File: config.mk
export PLATFORM = sky130hd
export DESIGN_NAME = pn_seq_gen
export DESIGN_NICKNAME = d
export VERILOG_FILES = /design/src/rtl/pn_seq_pkg.sv /design/src/rtl/pn_seq_gen_unroll.sv /design/src/rtl/pn_seq_gen.sv
export SDC_FILE = /design/constraint.sdc
export NUM_CORES = 1
export LEC_CHECK = 0
export BUFFER_PORTS_ARGS = -buffer_cell sky130_fd_sc_hd__buf_2
export CAP_MARGIN = 15
export CELL_PAD_IN_SITES_DETAIL_PLACEMENT = 0
export CELL_PAD_IN_SITES_GLOBAL_PLACEMENT = 1
export CORE_ASPECT_RATIO = 1.2
export CORE_MARGIN = 5
export CORE_UTILIZATION = 36
export DETAILED_ROUTE_END_ITERATION = 6
export GPL_TIMING_DRIVEN = 1
export HOLD_SLACK_MARGIN = 0.05
export PLACE_DENSITY = 0.81
export SYNTH_ARGS = -nofsm -noshare
export SYNTH_HDL_FRONTEND = slang
export SYNTH_SLANG_ARGS = --single-unit
File: constraint.sdc
create_clock -name clk -period 1.2 [get_ports clk]
set_input_delay 0.06 -clock clk [delete_from_list [all_inputs] [get_ports clk]]
set_output_delay 0.06 -clock clk [all_outputs]
set_load 0.01 [all_outputs]
File: src/rtl/pn_seq_pkg.sv
// PN sequence generator shared types, default polynomials and the single LFSR step.
// Pure definitions, no latency; no flow control.
package pn_seq_pkg;

    localparam int unsigned PN_MAX_W = 32;

    typedef logic [PN_MAX_W-1:0] pn_state_t;

    // Fibonacci tap masks: bit i set means state bit i feeds the XOR.
    localparam logic [6:0]  PN7_TAPS  = 7'b1001110;
    localparam logic [6:0]  PN7_SEED  = 7'h7F;
    localparam logic [8:0]  PN9_TAPS  = 9'h110;
    localparam logic [8:0]  PN9_SEED  = 9'h1FF;
    localparam logic [14:0] PN15_TAPS = 15'h6000;
    localparam logic [14:0] PN15_SEED = 15'h7FFF;
    localparam logic [22:0] PN23_TAPS = 23'h420000;
    localparam logic [22:0] PN23_SEED = 23'h7FFFFF;
    localparam logic [30:0] PN31_TAPS = 31'h48000000;
    localparam logic [30:0] PN31_SEED = 31'h7FFFFFFF;

    // One shift: the oldest bit leaves from the top, feedback enters at bit 0.
    function automatic pn_state_t lfsr_step(input pn_state_t s, input pn_state_t taps,
                                            input int unsigned w);
        pn_state_t mask;
        mask = (w >= PN_MAX_W) ? '1 : ((pn_state_t'(1) << w) - pn_state_t'(1));
        return {s[PN_MAX_W-2:0], ^(s & taps)} & mask;
    endfunction

    function automatic int unsigned pn_ofs_w(input int unsigned out_w);
        return (out_w > 1) ? $clog2(out_w) : 1;
    endfunction

endpackage

File: src/rtl/pn_seq_gen_unroll.sv
// Combinational OUT_W-step LFSR unroll: beat bits (oldest at MSB) and the state after them.
// Zero latency; no flow control.
module pn_lfsr_unroll
    import pn_seq_pkg::*;
#(
    parameter int unsigned         LFSR_W = 7,
    parameter logic [LFSR_W-1:0]   TAPS   = PN7_TAPS,
    parameter int unsigned         OUT_W  = 1
) (
    input  logic [LFSR_W-1:0] s,
    output logic [OUT_W-1:0]  bits,
    output logic [LFSR_W-1:0] s_next
);

    pn_state_t walk;

    always_comb begin
        walk = pn_state_t'(s);
        bits = '0;
        for (int k = 0; k < OUT_W; k++) begin
            bits[OUT_W-1-k] = walk[LFSR_W-1];
            walk = lfsr_step(walk, pn_state_t'(TAPS), LFSR_W);
        end
        s_next = walk[LFSR_W-1:0];
    end

endmodule

File: src/rtl/pn_seq_gen.sv
// PN generator: OUT_W bits per beat, seed load, period marking; PN_LOCKUP_RECOVER_EN swaps zero seeds for SEED.
// Latency: one cycle from an advancing cycle to dout_valid.
// Backpressure: beat held stable while dout_valid && !dout_ready; dout_ready never reaches dout_valid combinationally.
module pn_seq_gen
    import pn_seq_pkg::*;
#(
    parameter int unsigned       LFSR_W = 7,
    parameter logic [LFSR_W-1:0] TAPS   = PN7_TAPS,
    parameter logic [LFSR_W-1:0] SEED   = '1,
    parameter int unsigned       OUT_W  = 1,
    localparam int unsigned      OFS_W  = pn_ofs_w(OUT_W)
) (
    input  logic              clk,
    input  logic              reset,
    input  logic              en,
    input  logic              seed_load,
    input  logic [LFSR_W-1:0] seed_in,
    output logic [OUT_W-1:0]  dout,
    output logic              dout_valid,
    input  logic              dout_ready,
    output logic              frame_start,
    output logic [OFS_W-1:0]  frame_ofs,
    output logic              lockup
);

    // Counter runs mod 2^LFSR_W-1, so its last value is all-ones minus one.
    localparam logic [LFSR_W-1:0] CNT_LAST = {{(LFSR_W-1){1'b1}}, 1'b0};
    localparam logic [LFSR_W-1:0] CNT_ONE  = {{(LFSR_W-1){1'b0}}, 1'b1};

    logic [LFSR_W-1:0] s;
    logic [LFSR_W-1:0] s_adv;
    logic [LFSR_W-1:0] cnt;
    logic [LFSR_W-1:0] cnt_adv;
    logic [LFSR_W-1:0] cnt_walk;
    logic [LFSR_W-1:0] load_val;
    logic [OUT_W-1:0]  beat;
    logic              beat_fs;
    logic [OFS_W-1:0]  beat_ofs;
    logic              adv;

    pn_lfsr_unroll #(
        .LFSR_W (LFSR_W),
        .TAPS   (TAPS),
        .OUT_W  (OUT_W)
    ) u_unroll (
        .s      (s),
        .bits   (beat),
        .s_next (s_adv)
    );

    assign adv = en && (!dout_valid || dout_ready) && !seed_load;

    // Walk the counter across the beat; the first position that hits 0 is the period start.
    always_comb begin
        cnt_walk = cnt;
        beat_fs  = 1'b0;
        beat_ofs = '0;
        for (int k = 0; k < OUT_W; k++) begin
            if (!beat_fs && cnt_walk == '0) begin
                beat_fs  = 1'b1;
                beat_ofs = OFS_W'(k);
            end
            cnt_walk = (cnt_walk == CNT_LAST) ? '0 : cnt_walk + CNT_ONE;
        end
        cnt_adv = cnt_walk;
    end

`ifdef PN_LOCKUP_RECOVER_EN
    logic lockup_q;

    assign load_val = (seed_in == '0) ? SEED : seed_in;
    assign lockup   = lockup_q;

    always_ff @(posedge clk) begin
        if (reset) begin
            lockup_q <= 1'b0;
        end else begin
            lockup_q <= seed_load && (seed_in == '0);
        end
    end
`else
    assign load_val = seed_in;
    assign lockup   = (s == '0);
`endif

    always_ff @(posedge clk) begin
        if (reset) begin
            s           <= SEED;
            cnt         <= '0;
            dout        <= '0;
            dout_valid  <= 1'b0;
            frame_start <= 1'b0;
            frame_ofs   <= '0;
        end else if (seed_load) begin
            s          <= load_val;
            cnt        <= '0;
            dout_valid <= 1'b0;
        end else if (adv) begin
            s           <= s_adv;
            cnt         <= cnt_adv;
            dout        <= beat;
            dout_valid  <= 1'b1;
            frame_start <= beat_fs;
            frame_ofs   <= beat_ofs;
        end else if (dout_ready) begin
            dout_valid <= 1'b0;
        end
    end

endmodule

* Yosys cells after proc, flatten, opt, wreduce, memory -nomap -nowiden
Index checks and enable logic that the tools add are counted.
Word-level totals: input port bits 12, register bits after elaboration 17, word-level logic and storage cells 26, output and inout port bits 5
Operators by class: equal/unequal tests 1, mux-type cells 6, bitwise logic cells 1, reductions and logical operators 12, add/sub/neg operators 1
Operators by type and width (number):
- $reduce_xor 32->1 | 1
- $mux 7 | 3
- $logic_not 7->1 | 2
- $add 7x1->7 const B | 1
- $eq 7x7->1 const B | 1
- $reduce_bool 2->1 | 2
- $mux 1 | 3
- $logic_and 1x1->1 | 2
- $logic_not 1->1 | 2
- $reduce_and 2->1 | 1
- $reduce_or 2->1 | 1
- $logic_or 1x1->1 | 1
- $not 1->1 | 1

* Depth between registers and ports, before layout
Gate-level depths: netlist of run 1.
depth after elaboration 6, depth in mapped cells 6, depth with buffers taken out 6

* Hierarchy
A second synthesis of run 1 with hierarchy kept.
Unflattened totals: cells, all modules 106, area, all modules 924.6 um^2
Modules (own cells, without submodules):
- pn_seq_gen | area an instance 845.8 um^2, instances 1, cells each 96
- pn_lfsr_unroll | area an instance 78.8 um^2, instances 1, cells each 10

* Worst setup path before layout of run 1
No wires, ideal clock.
path kind reg2reg, from register cnt[0], to register frame_start, arrival 1204 ps, buffers on the path 0, slack -69 ps, data required time 1135 ps, clock period less this slack 1269 ps, library setup time 65 ps, stages on the path, launching flop included 7, cells stage by stage dfxtp_1 > inv_1 > ha_1 > or4b_1 > nor3_2 > mux2i_1 > nor2_1
Between the ends: word-level cells in the longest chain between the ends 2
Ends and longest elaborated chain:
- start: declaration | RTL line pn_seq_gen.sv:32 | logic [LFSR_W-1:0] cnt;
- start signal: assignment | RTL line pn_seq_gen.sv:100 | cnt <= cnt_adv;
- $logic_not 7->1 | RTL line pn_seq_gen.sv:59 | if (!beat_fs && cnt_walk == '0) begin
- $mux 1 | RTL line pn_seq_gen.sv:59
- end signal: assignment | RTL line pn_seq_gen.sv:103 | frame_start <= beat_fs;
- end: declaration | RTL line pn_seq_gen.sv:21 | output logic frame_start,
Every way passes these cells. A chain may end at the register's enable or synchronous reset.

* Worst setup path in the final report of run 1
from register s[2], to output lockup
Between the ends: word-level cells in the longest chain between the ends 1
Ends and longest elaborated chain:
- start: declaration | RTL line pn_seq_gen.sv:30 | logic [LFSR_W-1:0] s;
- start signal: assignment | RTL line pn_seq_gen.sv:95 | s <= load_val;
- start signal: assignment | RTL line pn_seq_gen.sv:99 | s <= s_adv;
- $logic_not 7->1 | RTL line pn_seq_gen.sv:83 | assign lockup = (s == '0);
- end: declaration | RTL line pn_seq_gen.sv:23 | output logic lockup
Every way passes these cells.

==> key figures, run 1 <==
Run status
  – Status: complete, but fails checks
  – Failing checks: setup timing

STA
  – Worst Skew: 1.20 ps
  – Final setup violation count: 9
  – Period utilisation layout: 1.32
  – RSZ-0062 raised after global routing: yes
  – Final hold violations: 0
  – Final WS setup: -389 ps
  – Fin. max-slew vios: 0
  – Max frequency: 629 MHz
  – Min cycle time layout: 1590 ps

Worst hold path
  – Hold/Removal Path Class: in -> reg
  – Cells on Worst Hold Path: 3

Synth
  – Flops & latches, synth: 17
  – Avg Inst Size Synth: 8.75 um2
  – Ranking of synthesized cells by area: dfxtp_1, xnor2_1, nand2_1
  – Cell Area, Synth: 910 um2
  – Synth Warn #: 0
  – Sequential-to-total area share from yosys stat: 0.374
  – Cells after synthesis: 104
  – Mapped Nets: 120
  – Synth top area share: 0.374
  – Area leader, netlist: dfxtp_1
  – Library cells used by synthesis: 33

Routing
  – DR iter-0 viols: 5
  – Drt pass-1 iters: 4
  – Via count: 807
  – Post-route DRC: 0
  – Drt via density: 4.69
  – Routed wire length: 2150 um
  – Drt wl/cell: 12.5 um
  – DRT antenna net count: 0

Placed design
  – Port bufs: 15
  – Routability Congestion: 0.776
  – DP HPWL: 1500 um
  – Pre-CTS setup slack: -184 ps
  – DP Area: 1080 um2

Die
  – Die Wd: 55.9 um
  – Starting Density: 0.367
  – Io pins: 17
  – Placeable Area: 2480 um2
  – Die Area: 3640 um2
  – # rows: 20
  – Chip height: 65.1 um

Final layout
  – Most frequent cells in the layout: buf_2, dfxtp_1, buf_4
  – Final Cell Area: 1320 um2
  – Area delta synth->final: 45.4%
  – Fin nets: 156
  – Share of cells above drive strength 1: 0.475
  – Most common cell after layout, fill and taps aside: buf_2
  – Diode count: 0

Power
  – Maximum VDD drop: 534 uV
  – Power Dens Cells: 880 nW/um2
  – Lkg Pwr: 0.000515 uW

Global route
  – First-pass GRT wire length: 3420 um
  – Initial antenna violation count: 0
  – Vias in the first global route: 811
  – Largest net degree at the start of global routing: 11
  – Overall routing resource usage: 0.121
  – GRT Residual Overflow: 0

Clock network
  – Clock Path Buffers: 2
  – CTS buffer count: 3
  – CTS sink cnt: 17
  – CTS tree: built
  – CTS root buf: clkbuf_4
  – CTS H-tree lvls: 1
  – Clk Latency, worst-skew pair: 290 ps
  – Reg clk slew, reported paths: 100 ps

Setup path
  – CP Launch Type: register
  – Worst setup EP type: output port
  – Worst Path Arrival: 1530 ps
  – Required time of the worst setup path: 1140 ps
  – Type of the worst setup path: reg -> out
  – CP Max Fanout: 2
  – R2R depth: 6

Job
  – MaxCap Viol Count: 0
[area by class of cell]
| class | count | area (um2) |
|---|---|---|
| fillers | 227 | 1150 |
| multi-input cells | 78 | 628 |
| flip-flops and latches | 17 | 349 |
| repair buffers | 36 | 262 |
| well taps | 33 | 41.3 |
| clock buffers | 3 | 22.5 |
| inverters | 4 | 15.0 |
| clock inverters | 1 | 5.00 |
[power by group]
group          switching (uW)  leakage, uW  internal [uW]
clock network             190    0.0000177            124
registers                22.1     0.000140            591
logic                     116     0.000357            121
total                     329     0.000515            836
[worst paths after layout]
| kind | from | end | slack [ps] |
|---|---|---|---|
| worst min register to register | cnt[1]$_SDFFE_PP0P_ | cnt[1]$_SDFFE_PP0P_ | 490 |
| worst max-delay path | s[2]$_SDFFE_PP1P_ | lockup | -390 |
| worst min-delay path | seed_in[2] | s[2]$_SDFFE_PP1P_ | 60 |
| worst max register to register | cnt[1]$_SDFFE_PP0P_ | cnt[3]$_SDFFE_PP0P_ | -140 |
[through the flow]
stage / hold slack [ps] / power (uW) / TNS, ps / util / cells
detailed placement: 337 / 805 / -1870 / 0.437 / 158
global placement: 329 / 802 / -1400 / 0.437 / 158
CTS: 66.2 / 1150 / -1190 / 0.514 / 172
global route: 82.2 / 1230 / -2260 / 0.534 / 172
finish: 62.4 / 1160 / -1350 / 0.534 / 172
floorplan: 184 / 740 / -106 / - / 104
[per-layer routing]
layer / track usage / share of wire / up-vias
li1: - / - / 420
met1: 0.130 / 0.42 / 373
met2: 0.229 / 0.54 / 12
met3: 0.0259 / 0.037 / 2
met4: 0.0445 / 0.0046 / 0
met5: 0 / 0 / -
[sequential cells by signal (all words and copies together) (netlist names)]
register,count
s,7
dout,1
cnt,7
frame_start,1
dout_valid,1
[worst max-delay path: stages, from the launching register on]
cell and delay (ps):
dfxtp_2 340, inv_2 60, ha_4 110, or4b_4 450, nor3_2 120, buf_2 150
[cells by family after synthesis]
kind of cell	after synthesis	share of synthesized area
simple gates	52	0.325
flops	17	0.374
compound gates	12	0.0963
buf+inv	9	0.0578
xor+xnor	8	0.0770
fa+ha+maj	4	0.0550
other cells	1	0.00412
mux	1	0.0110
[synth_stat cells]
cell type / n
dfxtp_1: 17
nand2_1: 16
nor2_1: 10
xnor2_1: 7
a31oi_1: 6
nor3b_1: 5
ha_1: 4
inv_1: 4
buf_4: 3
nand3_1: 3
nor3_1: 3
nand2b_1: 2
nor2b_1: 2
nor4_2: 2
or4b_1: 2
a21boi_1: 1
a21oi_1: 1
a311oi_1: 1
buf_6: 1
clkbuf_1: 1
conb_1: 1
mux2i_1: 1
nand2b_4: 1
nand4_1: 1
nor2_2: 1
nor2_4: 1
nor3_2: 1
nor4_1: 1
o21a_1: 1
o21ai_0: 1
o21ai_4: 1
or2_1: 1
xor2_1: 1
[timing repair]
| action | CTS | global route |
|---|---|---|
| cloned | 0 | 0 |
| pin swaps | 11 | 16 |
| setup endpoints to repair | 16 | 16 |
| gates resized for setup | 15 | 13 |
| buffers inserted | 3 | 0 |
| hold endpoints to repair | 7 | 0 |
| hold buffers | 7 | 0 |
(Power assumes the default switching activity.)
==> run 2: changes to the inputs <==
- CORE_ASPECT_RATIO: 1.2 -> not set
- GPL_TIMING_DRIVEN: 1 -> not set
- PLACE_DENSITY: 0.81 -> 0.71
==> run 2 against run 1 <==
  * The flow still finishes with violations (setup timing)
  * Wire length increased by 4.8%
  * Global-route usage increased by 2.2 points
  * Via count increased by 5.2%
  * Maximum frequency decreased by 0.32%
  * Worst setup slack got worse by 5.1 ps
  * Critical path depth unchanged
  * Die area decreased by 0.12%
  * Clock-buffer cell count increased by 1
  * Sequential power decreased by 0.7%
  * Non-clock buffer count increased by 3
  * Clock power increased by 2%
  * Cell count unchanged
  * Critical path type unchanged
  * Largest cell class unchanged
==> key figures, run 2 (synthesis gave the netlist of run 1 again) <==
Run status
  – Status: complete, but fails checks
  – Failing checks: setup timing

Setup path
  – Type of the worst setup path: reg -> out
  – Worst Path Arrival: 1530 ps (about the same)
  – R2R depth: 6 (unchanged)
  – Slowest CP cell: or4b_4
  – CP Cell Sequence: inv_2, ha_1, or4b_4, nor3_2, buf_2
  – CP Launch Type: register
  – Cell depth of the worst setup path: 5 (unchanged)
  – Bufs and invs on worst path: 2 (unchanged)
  – Crit path max-delay family: simple AND/OR/NAND/NOR gates
  – Required time of the worst setup path: 1140 ps (about the same)
  – CP Max Fanout: 2 (unchanged)
  – Worst setup EP type: output port
  – Crit-path max cell delay: 460 ps (about the same)

Routing
  – Post-route DRC: 0 (unchanged)
  – Drt wl/cell: 13.1 um (+4.8%)
  – Via count: 849 (+5.2%)
  – DR iter-0 viols: 27 (+22)
  – Routed wire length: 2260 um (+4.8%)
  – Drt pass-1 iters: 4 (unchanged)
  – DRT antenna net count: 0 (unchanged)
  – Drt via density: 4.94 (+5.2%)

Die
  – Starting Density: 0.371 (+0.00337)
  – Chip height: 60.3 um (-7.4%)
  – # rows: 18 (-10%)
  – Die Area: 3630 um2 (-0.12%)
  – Io pins: 17 (unchanged)
  – Die Wd: 60.3 um (+7.8%)
  – Placeable Area: 2450 um2 (-0.91%)

Global route
  – Initial antenna violation count: 0 (unchanged)
  – GRT Residual Overflow: 0 (unchanged)
  – Overall routing resource usage: 0.143 (+0.0223)
  – Vias in the first global route: 854 (+5.3%)
  – Met3 Use GR: 0.0518 (+0.0259)
  – Met1 Use GR: 0.159 (+0.0288)
  – Met2 usage: 0.255 (+0.0253)
  – First-pass GRT wire length: 3840 um (+12%)
  – Largest net degree at the start of global routing: 10 (-1)
  – Grt peak-use layer: met2

Placed design
  – DP HPWL: 1600 um (+6.4%)
  – DP Cell Count: 158 (unchanged)
  – Routability Congestion: 0.749 (-3.5%)
  – Pre-CTS setup slack: -292 ps (-108 ps)
  – Port bufs: 15 (unchanged)

Final layout
  – Largest registers: cnt (7), s (7)
  – Final Non-Filler Cells: 172 (unchanged)
  – # fillers: 240 (+5.7%)
  – Share of cells above drive strength 1: 0.415 (-0.0593)
  – Diode count: 0 (unchanged)
  – Most common cell after layout, fill and taps aside: nand2_1
  – Most frequent cells in the layout: nand2_1, buf_2, dfxtp_1
  – Fin nets: 159 (+1.9%)
  – Area delta synth->final: 45.1%

Power
  – Maximum VDD drop: 678 uV (+27%)
  – Power Total: 1150 uW (-0.88%)
  – Power Dens Cells: 874 nW/um2 (-0.69%)
  – Lkg Pwr: 0.000531 uW (+3.2%)

Clock network
  – CTS buffer count: 3 (unchanged)
  – CTS root buf: clkbuf_4
  – Reg clk slew, reported paths: 100 ps (about the same)
  – Clk Latency, worst-skew pair: 300 ps (about the same)
  – CTS sink cnt: 17 (unchanged)
  – Clock Path Buffers: 2 (unchanged)
  – CTS tree: built
  – CTS H-tree lvls: 1 (unchanged)

STA
  – Fin. max-slew vios: 0 (unchanged)
  – Final WS setup: -394 ps (-5.14 ps)
  – Final setup violation count: 10 (+1)
  – RSZ-0062 raised after global routing: yes
  – Min cycle time layout: 1590 ps (+5.14 ps)
  – Period utilisation layout: 1.33 (+0.00428)
  – Final hold violations: 0 (unchanged)
  – Max frequency: 627 MHz (-0.32%)
  – Hold WS: 77.6 ps (+15.2 ps)
  – Worst Skew: 3.38 ps (+2.18 ps)
  – Total negative slack: -1420 ps (-74.5 ps)

Worst hold path
  – Cells on Worst Hold Path: 2 (-1)
  – Hold/Removal Path Class: in -> reg

Job
  – MaxCap Viol Count: 0 (unchanged)
run 2: changes by cell type in the layout (fill, tap and decap cells not counted), sizes merged:
| cell | delta |
|---|---|
| buf | +3 |
| clkbuf | +1 |
| clkinv | -1 |
run 2: final cells by class:
cell class / count / area (um2) / area share
Clock buffer: 4 / 26.3 / 0.0199
Inverter: 4 / 15.0 / 0.0114
Multi-Input combinational cell: 78 / 598 / 0.453
Sequential cell: 17 / 347 / 0.263
Tap cell: 30 / 37.5 / 0.0284
Timing Repair Buffer: 39 / 297 / 0.225
run 2: worst paths after layout:
path	start	end	slack [ps]
max	s[2]$_SDFFE_PP1P_	lockup	-390
min	en	dout_valid$_SDFFE_PP0P_	80
max reg2reg	cnt[0]$_SDFFE_PP0P_	frame_start$_SDFFE_PP0P_	-170
min reg2reg	dout$_SDFFE_PP0P_	dout$_SDFFE_PP0P_	490
run 2: per-stage QoR:
| stage | instance area, um2 | utilization |
|---|---|---|
| CTS | 1300 | 0.529 |
| detailed placement | 1100 | 0.449 |
| global placement | 1100 | 0.449 |
| floorplan | 921 | - |
| global route | 1320 | 0.538 |
| finish | 1320 | 0.538 |
run 2: layer usage:
layer	wire length, um	share of wire
met4	13	0.0058
met5	0	0
met3	80	0.035
met1	975	0.43
met2	1190	0.53
run 2: power breakdown:
part / leakage, uW / total (uW) / internal (uW) / switching (uW)
Combinational: 0.000376 / 226 / 116 / 110
Clock: 0.0000150 / 319 / 130 / 189
Sequential: 0.000140 / 609 / 590 / 19.0
Total: 0.000531 / 1150 / 836 / 318
run 2: timing repair:
action,in CTS,in global routing
endpoints found under the hold margin,8,0
setup endpoints to repair,16,10
cloned,0,0
pin swaps,10,2
hold buffers,7,0
gates resized for setup,16,4
setup buffers,2,1
==> run 3: changes to the inputs <==
- CORE_UTILIZATION: 36 -> 42
- PLACE_DENSITY: 0.71 -> 0.78
- clock period: 1.2 -> 2 ns (I/O delays scaled with it)
==> run 3 against run 2 <==
  * The flow now finishes without violations
  * Worst setup slack gained 740 ps
  * Die area is 12% lower
  * Global-route usage down 0.79 points
  * Power decreased by 44%
  * Flip-flop and latch count did not move
  * Clock-buffer cell count down 1
  * Combinational power is 59% lower
  * Critical endpoint unchanged
==> key figures, run 3 (synthesis gave the netlist of run 1 again) <==
Setup path
  – R2R depth: 5 (-1)
  – Worst Path Arrival: 1560 ps (+30 ps)
  – CP Launch Type: register
  – Required time of the worst setup path: 1900 ps (+760 ps)
  – CP Max Fanout: 3 (+1)
  – Worst setup EP type: output port
  – Type of the worst setup path: reg -> out

Die
  – Chip height: 56.5 um (-6.2%)
  – # rows: 16 (-2)
  – Io pins: 17 (unchanged)
  – Die Area: 3200 um2 (-12%)
  – Die Wd: 56.5 um (-6.2%)
  – Placeable Area: 2020 um2 (-18%)
  – Starting Density: 0.450 (+0.0793)

STA
  – Period utilisation layout: 0.828
  – Least-Margin Pin Slew: 656 ps
  – Worst Skew: 11.2 ps (+7.87 ps)
  – RSZ-0062 raised after global routing: no
  – Hold WS: 68.4 ps (-9.22 ps)
  – Final setup violation count: 0 (-10)
  – Max frequency: 604 MHz
  – Final WS setup: 344 ps (+738 ps)
  – Min cycle time layout: 1660 ps
  – Total negative slack: 0 ps (+1420 ps)
  – Fin. max-slew vios: 0 (unchanged)
  – Final hold violations: 0 (unchanged)
  – Max-Slew Margin vs Limit: 0.562

Routing
  – Drt wl/cell: 12.7 um (-3.5%)
  – Drt pass-1 iters: 4 (unchanged)
  – Post-route DRC: 0 (unchanged)
  – DR iter-0 viols: 17 (-37%)
  – Drt via density: 5.00 (+1.3%)
  – Via count: 730 (-14%)
  – Routed wire length: 1850 um (-18%)
  – DRT antenna net count: 0 (unchanged)

Global route
  – Met1 Use GR: 0.169 (+0.0100)
  – GRT Residual Overflow: 0 (unchanged)
  – Initial antenna violation count: 0 (unchanged)
  – Met3 Use GR: 0.0505 (-0.00138)
  – Largest net degree at the start of global routing: 11 (+1)
  – Overall routing resource usage: 0.135 (-0.00789)
  – Met2 usage: 0.208 (-0.0467)
  – Vias in the first global route: 772 (-9.6%)
  – Grt peak-use layer: met2
  – First-pass GRT wire length: 3430 um (-11%)

Power
  – Power Total: 647 uW (-44%)
  – Power Dens Cells: 636 nW/um2 (-27%)
  – Maximum VDD drop: 425 uV (-37%)
  – Lkg Pwr: 0.000414 uW (-22%)

Clock network
  – CTS tree: built
  – CTS H-tree lvls: 1 (unchanged)
  – Hold-fix buffers, CTS: 0 (-7)
  – Reg clk slew, reported paths: 110 ps (about the same)
  – CTS sink cnt: 17 (unchanged)
  – Cts repair resizes: 0 (-16)
  – Clock Path Buffers: 2 (unchanged)
  – Clk Latency, worst-skew pair: 300 ps (about the same)
  – CTS buffer count: 3 (unchanged)
  – Post-CTS setup buffer count: 0 (-2)
  – CTS root buf: clkbuf_4

Run status
  – Status: finished, final reports clean

Final layout
  – Most common cell after layout, fill and taps aside: dfxtp_1
  – Area delta synth->final: 11.7%
  – Share of cells above drive strength 1: 0.227 (-0.189)
  – Most frequent cells in the layout: dfxtp_1, nand2_1, buf_2
  – Final Util: 0.502 (-0.0352)
  – Fin nets: 136 (-14%)
  – Largest registers: cnt (7), s (7)
  – FF/Latch Area: 340 um2 (-1.8%)
  – Diode count: 0 (unchanged)
  – Multi-input logic area: 517 um2 (-14%)
  – # fillers: 202 (-16%)

Placed design
  – DP HPWL: 1400 um (-12%)
  – Port bufs: 15 (unchanged)
  – Routability Congestion: 0.775 (+3.4%)
  – Pre-CTS setup slack: 543 ps (+835 ps)

Job
  – MaxCap Viol Count: 0 (unchanged)

Worst hold path
  – Cells on Worst Hold Path: 3 (+1)
  – Hold/Removal Path Class: in -> reg
[run 3: cell types whose count changed in the layout (fill, tap and decap cells not counted), moves of 2 or more]
cell           change
nand3_2            -2
ha_1               +2
inv_2              -2
ha_4               -2
nand3_1            +2
buf_4             -12
dfxtp_1            +3
dlygate4sd3_1      -7
dfxtp_2            -2
buf_6              -3
inv_1              +2
[run 3: path summary, 6_finish.rpt]
| path | startpoint | end | slack [ps] |
|---|---|---|---|
| max | s[2]$_SDFFE_PP1P_ | lockup | 340 |
| min | seed_in[1] | s[1]$_SDFFE_PP1P_ | 70 |
| max reg2reg | dout_valid$_SDFFE_PP0P_ | cnt[2]$_SDFFE_PP0P_ | 510 |
| min reg2reg | s[3]$_SDFFE_PP1P_ | s[4]$_SDFFE_PP1P_ | 490 |
[run 3: layout make-up]
type	instances	area share
Clock inverter	1	0.00493
Clock buffer	3	0.0222
Timing Repair Buffer	16	0.0813
Tap cell	27	0.0333
Sequential cell	17	0.335
Multi-Input combinational cell	78	0.509
Inverter	4	0.0148
[run 3: power by group]
group / switching [uW] / leakage (uW) / internal, uW
clock network: 111 / 0.0000177 / 74.5
registers: 12.9 / 0.000139 / 355
logic: 52.3 / 0.000256 / 40.9
[run 3: per-stage QoR]
step	std cells	instance area [um2]
2_1_floorplan	104	910
3_3_place_gp	142	988
3_5_place_dp	142	988
4_1_cts	146	1020
5_1_grt	146	1020
6_report	146	1020
[run 3: worst max-delay path: stages, from the launching register on]
cell and delay (ps):
dfxtp_1 340, inv_1 60, ha_1 130, or4b_1 450
nor3_1 130, buf_2 150
[run 3: layer usage]
metal	wire [um]	vias up
met3	104	4
met5	0	-
met1	917	332
met4	31	0
met2	794	15
li1	-	379
